## config.mk

```make
export PLATFORM = sky130hd
export DESIGN_NAME = cpu_io_bridge
export DESIGN_NICKNAME = d
export VERILOG_FILES = /design/src/rtl/cpu_io_bridge.sv
export SDC_FILE = /design/constraint.sdc
export NUM_CORES = 1
export LEC_CHECK = 0
export ABC_CLOCK_PERIOD_IN_PS = 3500
export BUFFER_PORTS_ARGS = -buffer_cell sky130_fd_sc_hd__buf_2
export CAP_MARGIN = 20
export CELL_PAD_IN_SITES_DETAIL_PLACEMENT = 0
export CELL_PAD_IN_SITES_GLOBAL_PLACEMENT = 1
export CORE_MARGIN = 5
export CORE_UTILIZATION = 46
export DETAILED_ROUTE_END_ITERATION = 12
export PLACE_DENSITY_LB_ADDON = 0.2
export SKIP_CTS_REPAIR_TIMING = 1
export SLEW_MARGIN = 5
export SYNTH_ARGS = -nofsm -noshare
export SYNTH_HDL_FRONTEND = slang
export SYNTH_SLANG_ARGS = --single-unit
```

## constraint.sdc

```tcl
create_clock -name clk_in -period 3.5 [get_ports clk_in]
set_input_delay 0.175 -clock clk_in [delete_from_list [all_inputs] [get_ports clk_in]]
set_output_delay 0.175 -clock clk_in [all_outputs]
set_load 0.005 [all_outputs]
```

## src/rtl/cpu_io_bridge.sv

```systemverilog
// cpu_io_bridge: cpu memory bus to 128KB RAM / UART bridge.
// Decodes RAM vs I/O, returns read data one cycle after the request,
// buffers tx bytes in a small FIFO with early-full backpressure, and
// exposes a coherent 32-bit cycle counter plus the program-stop flag.
// Optional build macro CPU_IO_STAT_EN adds a status register at 0x30008.
module cpu_io_bridge #(
  parameter int unsigned TX_DEPTH_BIT = 3,
  parameter int unsigned FULL_MARGIN  = 2
) (
  input  logic        clk_in,
  input  logic        rst_in,
  input  logic        rdy_in,
  input  logic [31:0] cpu_a,
  input  logic [7:0]  cpu_dout,
  input  logic        cpu_wr,
  output logic [7:0]  cpu_din,
  output logic        cpu_io_full,
  output logic [16:0] ram_a,
  output logic [7:0]  ram_dout,
  output logic        ram_wr,
  input  logic [7:0]  ram_din,
  input  logic        rx_valid,
  input  logic [7:0]  rx_data,
  output logic        rx_pop,
  input  logic        tx_full,
  output logic [7:0]  tx_data,
  output logic        tx_push,
  output logic        program_stop,
  output logic        tx_overflow
);

  localparam int unsigned DEPTH = 1 << TX_DEPTH_BIT;
  localparam int unsigned CW    = TX_DEPTH_BIT + 1;

  typedef enum logic [2:0] {
    SRC_NONE, SRC_RAM, SRC_RX, SRC_CNT0, SRC_CNT1, SRC_CNT2, SRC_CNT3, SRC_OTHER
  } src_t;

  src_t        src_q, src_nxt;
  logic [7:0]  io_byte_q, io_byte_nxt;
  logic [31:0] cnt_q;
  logic [31:0] snap_q, snap_nxt;

  logic [7:0]              fifo_mem [DEPTH];
  logic [TX_DEPTH_BIT-1:0] head_q, tail_q;
  logic [CW-1:0]           count_q, count_nxt;
  logic                    io_full_q;
  logic                    stop_q, ovf_q;

  logic        io, io_rd, io_wr;
  logic [15:0] io_off;
  logic        fifo_full, push_req, push_ok, drop;
  logic [7:0]  push_data;
  logic        addr_unused;

  assign addr_unused = ^cpu_a[31:18];

  assign io     = (cpu_a[17:16] == 2'b11);
  assign io_off = cpu_a[15:0];
  assign io_rd  = rdy_in & ~cpu_wr & io;
  assign io_wr  = rdy_in &  cpu_wr & io;

  assign ram_a    = cpu_a[16:0];
  assign ram_dout = cpu_dout;
  assign ram_wr   = cpu_wr & ~io & rdy_in;

  // rx byte is consumed in the request cycle; gated so it is 0 while in reset
  assign rx_pop = rst_in & io_rd & (io_off == 16'h0000) & rx_valid;

  assign cpu_din      = (src_q == SRC_RAM) ? ram_din : io_byte_q;
  assign tx_data      = fifo_mem[head_q];
  assign tx_push      = (count_q != '0) & ~tx_full;
  assign cpu_io_full  = io_full_q;
  assign program_stop = stop_q;
  assign tx_overflow  = ovf_q;

  // Read-source select and I/O byte capture for the cycle-after return
  always_comb begin
    src_nxt     = src_q;
    io_byte_nxt = io_byte_q;
    snap_nxt    = snap_q;
    if (rdy_in && !cpu_wr) begin
      if (!io) begin
        src_nxt = SRC_RAM;
      end else begin
        case (io_off)
          16'h0000: begin
            src_nxt     = SRC_RX;
            io_byte_nxt = rx_valid ? rx_data : 8'h00;
          end
          16'h0004: begin
            src_nxt     = SRC_CNT0;
            io_byte_nxt = cnt_q[7:0];
            snap_nxt    = cnt_q;
          end
          16'h0005: begin
            src_nxt     = SRC_CNT1;
            io_byte_nxt = snap_q[15:8];
          end
          16'h0006: begin
            src_nxt     = SRC_CNT2;
            io_byte_nxt = snap_q[23:16];
          end
          16'h0007: begin
            src_nxt     = SRC_CNT3;
            io_byte_nxt = snap_q[31:24];
          end
`ifdef CPU_IO_STAT_EN
          16'h0008: begin
            src_nxt     = SRC_OTHER;
            io_byte_nxt = {ovf_q, stop_q, 2'b00, 4'(count_q)};
          end
`endif
          default: begin
            src_nxt     = SRC_OTHER;
            io_byte_nxt = 8'h00;
          end
        endcase
      end
    end
  end

  // Tx push decode and FIFO occupancy update
  always_comb begin
    fifo_full = (count_q == CW'(DEPTH));
    push_req  = io_wr & (((io_off == 16'h0000) && (cpu_dout != 8'h00)) ||
                         (io_off == 16'h0004));
    push_data = (io_off == 16'h0004) ? 8'h00 : cpu_dout;
    push_ok   = push_req & (~fifo_full | tx_push);
    drop      = push_req & fifo_full & ~tx_push;
    count_nxt = count_q;
    case ({push_ok, tx_push})
      2'b10:   count_nxt = count_q + 1'b1;
      2'b01:   count_nxt = count_q - 1'b1;
      default: count_nxt = count_q;
    endcase
  end

  // Read-return state, counter and snapshot
  always_ff @(posedge clk_in or negedge rst_in) begin
    if (!rst_in) begin
      src_q     <= SRC_NONE;
      io_byte_q <= '0;
      cnt_q     <= '0;
      snap_q    <= '0;
    end else begin
      src_q     <= src_nxt;
      io_byte_q <= io_byte_nxt;
      cnt_q     <= cnt_q + 32'd1;
      snap_q    <= snap_nxt;
    end
  end

  // FIFO pointers, occupancy, early-full flag and sticky status bits
  always_ff @(posedge clk_in or negedge rst_in) begin
    if (!rst_in) begin
      head_q    <= '0;
      tail_q    <= '0;
      count_q   <= '0;
      io_full_q <= 1'b0;
      stop_q    <= 1'b0;
      ovf_q     <= 1'b0;
    end else begin
      if (push_ok) tail_q <= tail_q + 1'b1;
      if (tx_push) head_q <= head_q + 1'b1;
      count_q   <= count_nxt;
      io_full_q <= ((CW'(DEPTH) - count_nxt) <= CW'(FULL_MARGIN));
      if (io_wr && (io_off == 16'h0004)) stop_q <= 1'b1;
      if (drop) ovf_q <= 1'b1;
`ifdef CPU_IO_STAT_EN
      else if (io_wr && (io_off == 16'h0008)) ovf_q <= 1'b0;
`endif
    end
  end

  // FIFO storage; contents need no reset since occupancy gates visibility
  always_ff @(posedge clk_in) begin
    if (push_ok) fifo_mem[tail_q] <= push_data;
  end

endmodule

```

# ---- Word level (Yosys, flattened, before mapping)
# Memories as Yosys holds them, arrays and structs flattened.
# Index checks and enable logic that the tools add are counted.
dict set report totals {
  n_memories 1
  regBits 88
  in_bits 62
  wordCells 66
  mem_bits_rw 64
}
dict set report classes {
  eq_ne 9
  n_addsub 6
  magnitude_cmp 1
  n_mux 9
  bitwise_logic 20
  reduce_logical 10
}
# memory depth word_bits read_ports rd_ports_with_merged_regs write_ports line_no
set memory_table {}
lappend memory_table {fifo_mem 8 8 1 0 1 44} ;# logic [7:0] fifo_mem [DEPTH];
# op n
set op_table {}
lappend op_table {{16-bit by 3-bit == test with 1-bit output (second input constant)} 4}
lappend op_table {{8-bit case mux with 5 select lines} 1}
lappend op_table {{32-bit by 1-bit adder with 32-bit output (second input constant)} 1}
lappend op_table {{8-bit two-way mux} 3}
lappend op_table {{16-bit zero test} 1}
lappend op_table {{3-bit case mux with 5 select lines} 1}
lappend op_table {{1-bit AND} 14}
lappend op_table {{4-bit case mux with 2 select lines} 1}
lappend op_table {{8-bit nonzero test} 1}
lappend op_table {{3-bit by 1-bit adder with 3-bit output (second input constant)} 2}
lappend op_table {{1-bit inverter} 5}
lappend op_table {{4-bit by 1-bit adder with 4-bit output (second input constant)} 1}
lappend op_table {{2-bit == test (second input constant)} 2}
lappend op_table {{4-bit == test (second input constant)} 1}
lappend op_table {{4-bit by 2-bit less-or-equal comparator with 1-bit output (second input constant)} 1}
lappend op_table {{4-bit nonzero test} 1}
lappend op_table {{4-bit by 1-bit subtractor with 4-bit output (second input constant)} 1}
lappend op_table {{4-bit subtractor (first input constant)} 1}
lappend op_table {{3-bit by 1-bit == test with 1-bit output (second input constant)} 1}
lappend op_table {{1-bit logical AND} 3}
lappend op_table {{3-bit two-way mux} 1}
lappend op_table {{3-bit AND reduction} 1}
lappend op_table {{2-bit by 1-bit == test with 1-bit output (second input constant)} 1}
lappend op_table {{1-bit two-way mux} 2}
lappend op_table {{4 further kinds} 4}

# ---- Logic depth before layout (Yosys ltp)
dict set report logic_depth {
  depth_word 9
  depth_mapped 11
  depth_no_buf 11
}

# ---- Worst setup path before layout
# No wires, ideal clock.
dict set report synth_timing {
  path_kind {reg-to-reg}
  start {register count_q[0]}
  end {register io_full_q, in the netlist cpu_io_full}
  required_ns 3.380
  period_less_slack_ns 2.996
  path_stages_with_launch 12
  arrival_time_ns 2.875
  path_slack_ns 0.504
  path_cell_list {dfrtp_1 buf_2 or4_1 nand2_1 nor2_1 fa_1 xor2_1 nor3b_1 xor2_1 xnor2_1 a211oi_1 o211a_1}
}
dict set report synth_between {
  elab_chain_len 8
  word_cells_on_any_way 13
  classes_between {add/sub: 3; order compare: 1; eq/ne: 3; mux: 1; bitwise: 4; reduce/logical: 1}
}
# item line_no
set synth_rtl {}
lappend synth_rtl {{start: declaration} 46} ;# logic [CW-1:0] count_q, count_nxt;
lappend synth_rtl {{start signal: assignment} 166} ;# count_q <= count_nxt;
lappend synth_rtl {{4-bit nonzero test / 4-bit == test (equally long branches)} {72, 125}}
lappend synth_rtl {{1-bit AND / 1-bit inverter (equally long branches)} {72, 129}}
lappend synth_rtl {{1-bit bitwise OR} 129} ;# push_ok = push_req & (~fifo_full | tx_push);
lappend synth_rtl {{1-bit AND} 129}
lappend synth_rtl {{2-bit by 1-bit == test with 1-bit output / 2-bit == test (equally long branches)} 132} ;# case ({push_ok, tx_push})
lappend synth_rtl {{4-bit case mux with 2 select lines (*)} 132}
lappend synth_rtl {{4-bit subtractor (*)} 167} ;# io_full_q <= ((CW'(DEPTH) - count_nxt) <= CW'(FULL_MARGIN));
lappend synth_rtl {{4-bit by 2-bit less-or-equal comparator with 1-bit output (*)} 167}
lappend synth_rtl {{end signal: assignment} 167}
lappend synth_rtl {{end: declaration} 47} ;# logic io_full_q;
# Every way passes the cells marked *; elsewhere a longest branch is shown, timed or not.
# A chain may end at the register's enable or synchronous reset.

# ---- Final worst setup path
dict set report layout_timing {
  start {register count_q[3]}
  end {register io_full_q, in the netlist cpu_io_full}
}
# The elaborated chain is that of the path after synthesis.

==> results.ini <==
[global_route]
overflow=0
antenna_found_initial=0
grt.total_usage_pct=17.10
grt_pass1_wl_mm=21.85
grt_max_degree=55
grt_pass1_vias=4170

[critical_path]
critPathKind=reg2reg
rrSetupSlack_ns=0.50
end_kind=register
rr_endpoint=cpu_io_full$_DFF_PN0_
r2r_start=count_q[3]$_DFF_PN0_
ff2ff_path_depth=10
cp_max_fo=8
start_kind=register
crit_required_ns=3.81
cp.arrival_ns=3.31

[floorplanning]
core.rowCount=44
start_util_pct=46.69
die_h_um=131.0
die_w_um=131.0
core_region_area_mm2=0.01442
ios=109
die_area_mm2=0.01716

[synth]
synth-edff-count=64
ys_ff_latch=144
synth_cells=481
yosysWarnings=0
synthFlopType=dfrtp_1
yosysUniqueCellTypes=51
syn_avg_cell_area_um2=14.00
syn-num-nets=551
yosysSeqAreaShare_pct=58.27
async_flop_share_pct=55.56
synth_area_mm2=0.006734

[power_and_ir_drop]
p_per_area_mw_per_mm2=606.7
p_leak_nw=3.388
peakVddDrop_mv=0.3689

[placement]
gp_congestion=0.7838
io_buffers=94
hpwl_mm=9.978
dp_cells=739

[final_layout]
antennaDiodeCount=0
layoutNonFillerInstCount=772
final_common_cell=buf_2
nNetsFinal=645
drive_gt1_share_pct=37.76
syn_to_final_growth_pct=18.00
layout_common_cells=93 x buf_2, 80 x dfrtp_1, 64 x edfxtp_1

[detailed_routing]
avgViaCountPerCell=5.443
drt_wl_total_mm=14.01
drtAntennaViolNets=0
drt_pass1_iterations=4
drc=0
avgRoutedWirePerCell_um=18.15
drt-met1-wl_mm=6.518
drt_iter0_drc=244
dr_wl_met3_um=805
met2_length_mm=6.561
highest_layer=met4
num_vias=4202

[sta]
fmax_mhz=333.3
finClkSkew_ns=0.006296
tightest_slew_ns=0.8309
hold_viol_final=0
max_slew_margin_pct=44.10
rsz0062_at_grt=false
slew_violations=0
tns_ns=0
fin_crit_sh_pct=85.74
finalSetupViolCount=0
fin_crit_ns=3.001

[clock_tree]
cts-buffers-inserted=17
clk_pin_slew_worst_paths_ns=0.06
cts_buffer_depth=2
cts_tree=done
cts_root_buf=clkbuf_16
htreeDepth=4
clkSinkCount=144
clk_latency_ns=0.43

[status]
status=completed

[worst_hold_path]
holdCritStartpoint=rx_data[4]
min_to=io_byte_q[4]$_DFFE_PN0P_
min_path_type=in2reg
whs_path_depth=3

[flow_run]
cap_violations=0

[flip-flops by register name, indices dropped and copies added (netlist names)]
name and count:
cnt_q 32, count_q 4, cpu_io_full 1, fifo_mem 64, head_q 3, io_byte_q 8, program_stop 1, snap_q 24
src_q 3, tail_q 3, tx_overflow 1
[final cells by class]
cell class	count	area, um^2
timing repair buffer	115	633.1
inverter	6	22.52
sequential	144	3924
tap	184	230.2
clock inverter	15	175.2
multi-input combinational	291	2536
fill	1219	6477
clock buffer	17	425.4
[how the worst max path moves through the flow]
stage / startpoint / to / slack [ns] / depth (start not counted)
detailed placement: cpu_dout[2] / cpu_io_full$_DFF_PN0_ / 0.19 / 12
global route: count_q[3]$_DFF_PN0_ / cpu_io_full$_DFF_PN0_ / 0.33 / 10
finish: count_q[3]$_DFF_PN0_ / cpu_io_full$_DFF_PN0_ / 0.50 / 10
global placement: cpu_dout[2] / cpu_io_full$_DFF_PN0_ / 0.25 / 12
CTS: count_q[3]$_DFF_PN0_ / cpu_io_full$_DFF_PN0_ / 0.50 / 10
floorplan: count_q[0]$_DFF_PN0_ / cpu_io_full$_DFF_PN0_ / 0.50 / 11
[Yosys cell counts (2+ instances only)]
library cell / instances / area share [%]
a21o_1: 2 / 0.22
a21oi_1: 6 / 0.45
a22oi_1: 8 / 0.89
and2_1: 11 / 1.0
and3_1: 8 / 0.74
and4_1: 4 / 0.52
buf_1: 3 / 0.17
buf_2: 6 / 0.45
buf_4: 25 / 2.8
clkbuf_1: 6 / 0.33
dfrtp_1: 80 / 30
edfxtp_1: 64 / 29
ha_1: 7 / 1.3
inv_1: 6 / 0.33
mux2_2: 41 / 6.9
mux2_4: 2 / 0.45
mux2i_1: 3 / 0.45
mux4_2: 24 / 8.0
nand2_1: 37 / 2.1
nand2b_1: 5 / 0.46
nand3_1: 18 / 1.3
nand4_1: 4 / 0.37
nor2_1: 16 / 0.89
nor3_1: 8 / 0.59
nor3b_1: 3 / 0.33
nor4_1: 3 / 0.28
nor4_2: 3 / 0.56
o211ai_1: 2 / 0.22
o21ai_0: 12 / 0.89
o21bai_1: 2 / 0.22
o31a_1: 2 / 0.26
or3_1: 2 / 0.19
xnor2_1: 28 / 3.6
xor2_1: 13 / 1.7
[critical path, cell delays in order, from the launching register on]
cell and delay, ns:
dfrtp_1 0.47, or4_1 0.56, nand2_1 0.12, nor2_1 0.11, fa_1 0.40, xor2_1 0.20
nor3b_1 0.25, xor2_1 0.30, nand3b_1 0.11, and3b_1 0.18, o211a_1 0.21
[routing by layer]
layer  vias up  GRT usage, %
met4         0         5.082
met2       105         26.37
met1      2145         23.76
met3        11         4.837
met5         -             0
li1       1941             -
[cells by family after synthesis]
| group | synth area share [%] |
|---|---|
| flip-flops | 58.27 |
| AND/OR/NAND/NOR | 10.91 |
| multiplexers | 15.77 |
| buffers and inverters | 4.069 |
| XOR/XNOR | 5.333 |
| AO/OA/AOI/OAI | 4.051 |
| adder cells (fa/ha/maj) | 1.598 |
[power by group]
part / leakage (nW) / internal [mW] / total (mW) / switching (mW)
Clock: 0.285 / 1.07 / 1.82 / 0.750
Sequential: 1.66 / 1.82 / 1.92 / 0.109
Combinational: 1.45 / 0.583 / 1.08 / 0.493
[per-stage QoR]
step	setup slack, ns	instance area (um^2)	power (mW)	utilization (%)	hold slack, ns
5_1_grt	0.3264	7946	5.056	55.09	0.08055
3_5_place_dp	0.1947	7336	3.046	50.86	0.2624
4_1_cts	0.5015	7936	4.879	55.02	-0.1884
2_1_floorplan	0.5041	6734	2.728	-	-0.1206
3_3_place_gp	0.2526	7336	3.027	50.86	0.2555
6_report	0.4993	7946	4.821	55.09	0.06433
No activity file was read; power rests on OpenSTA's default activity.
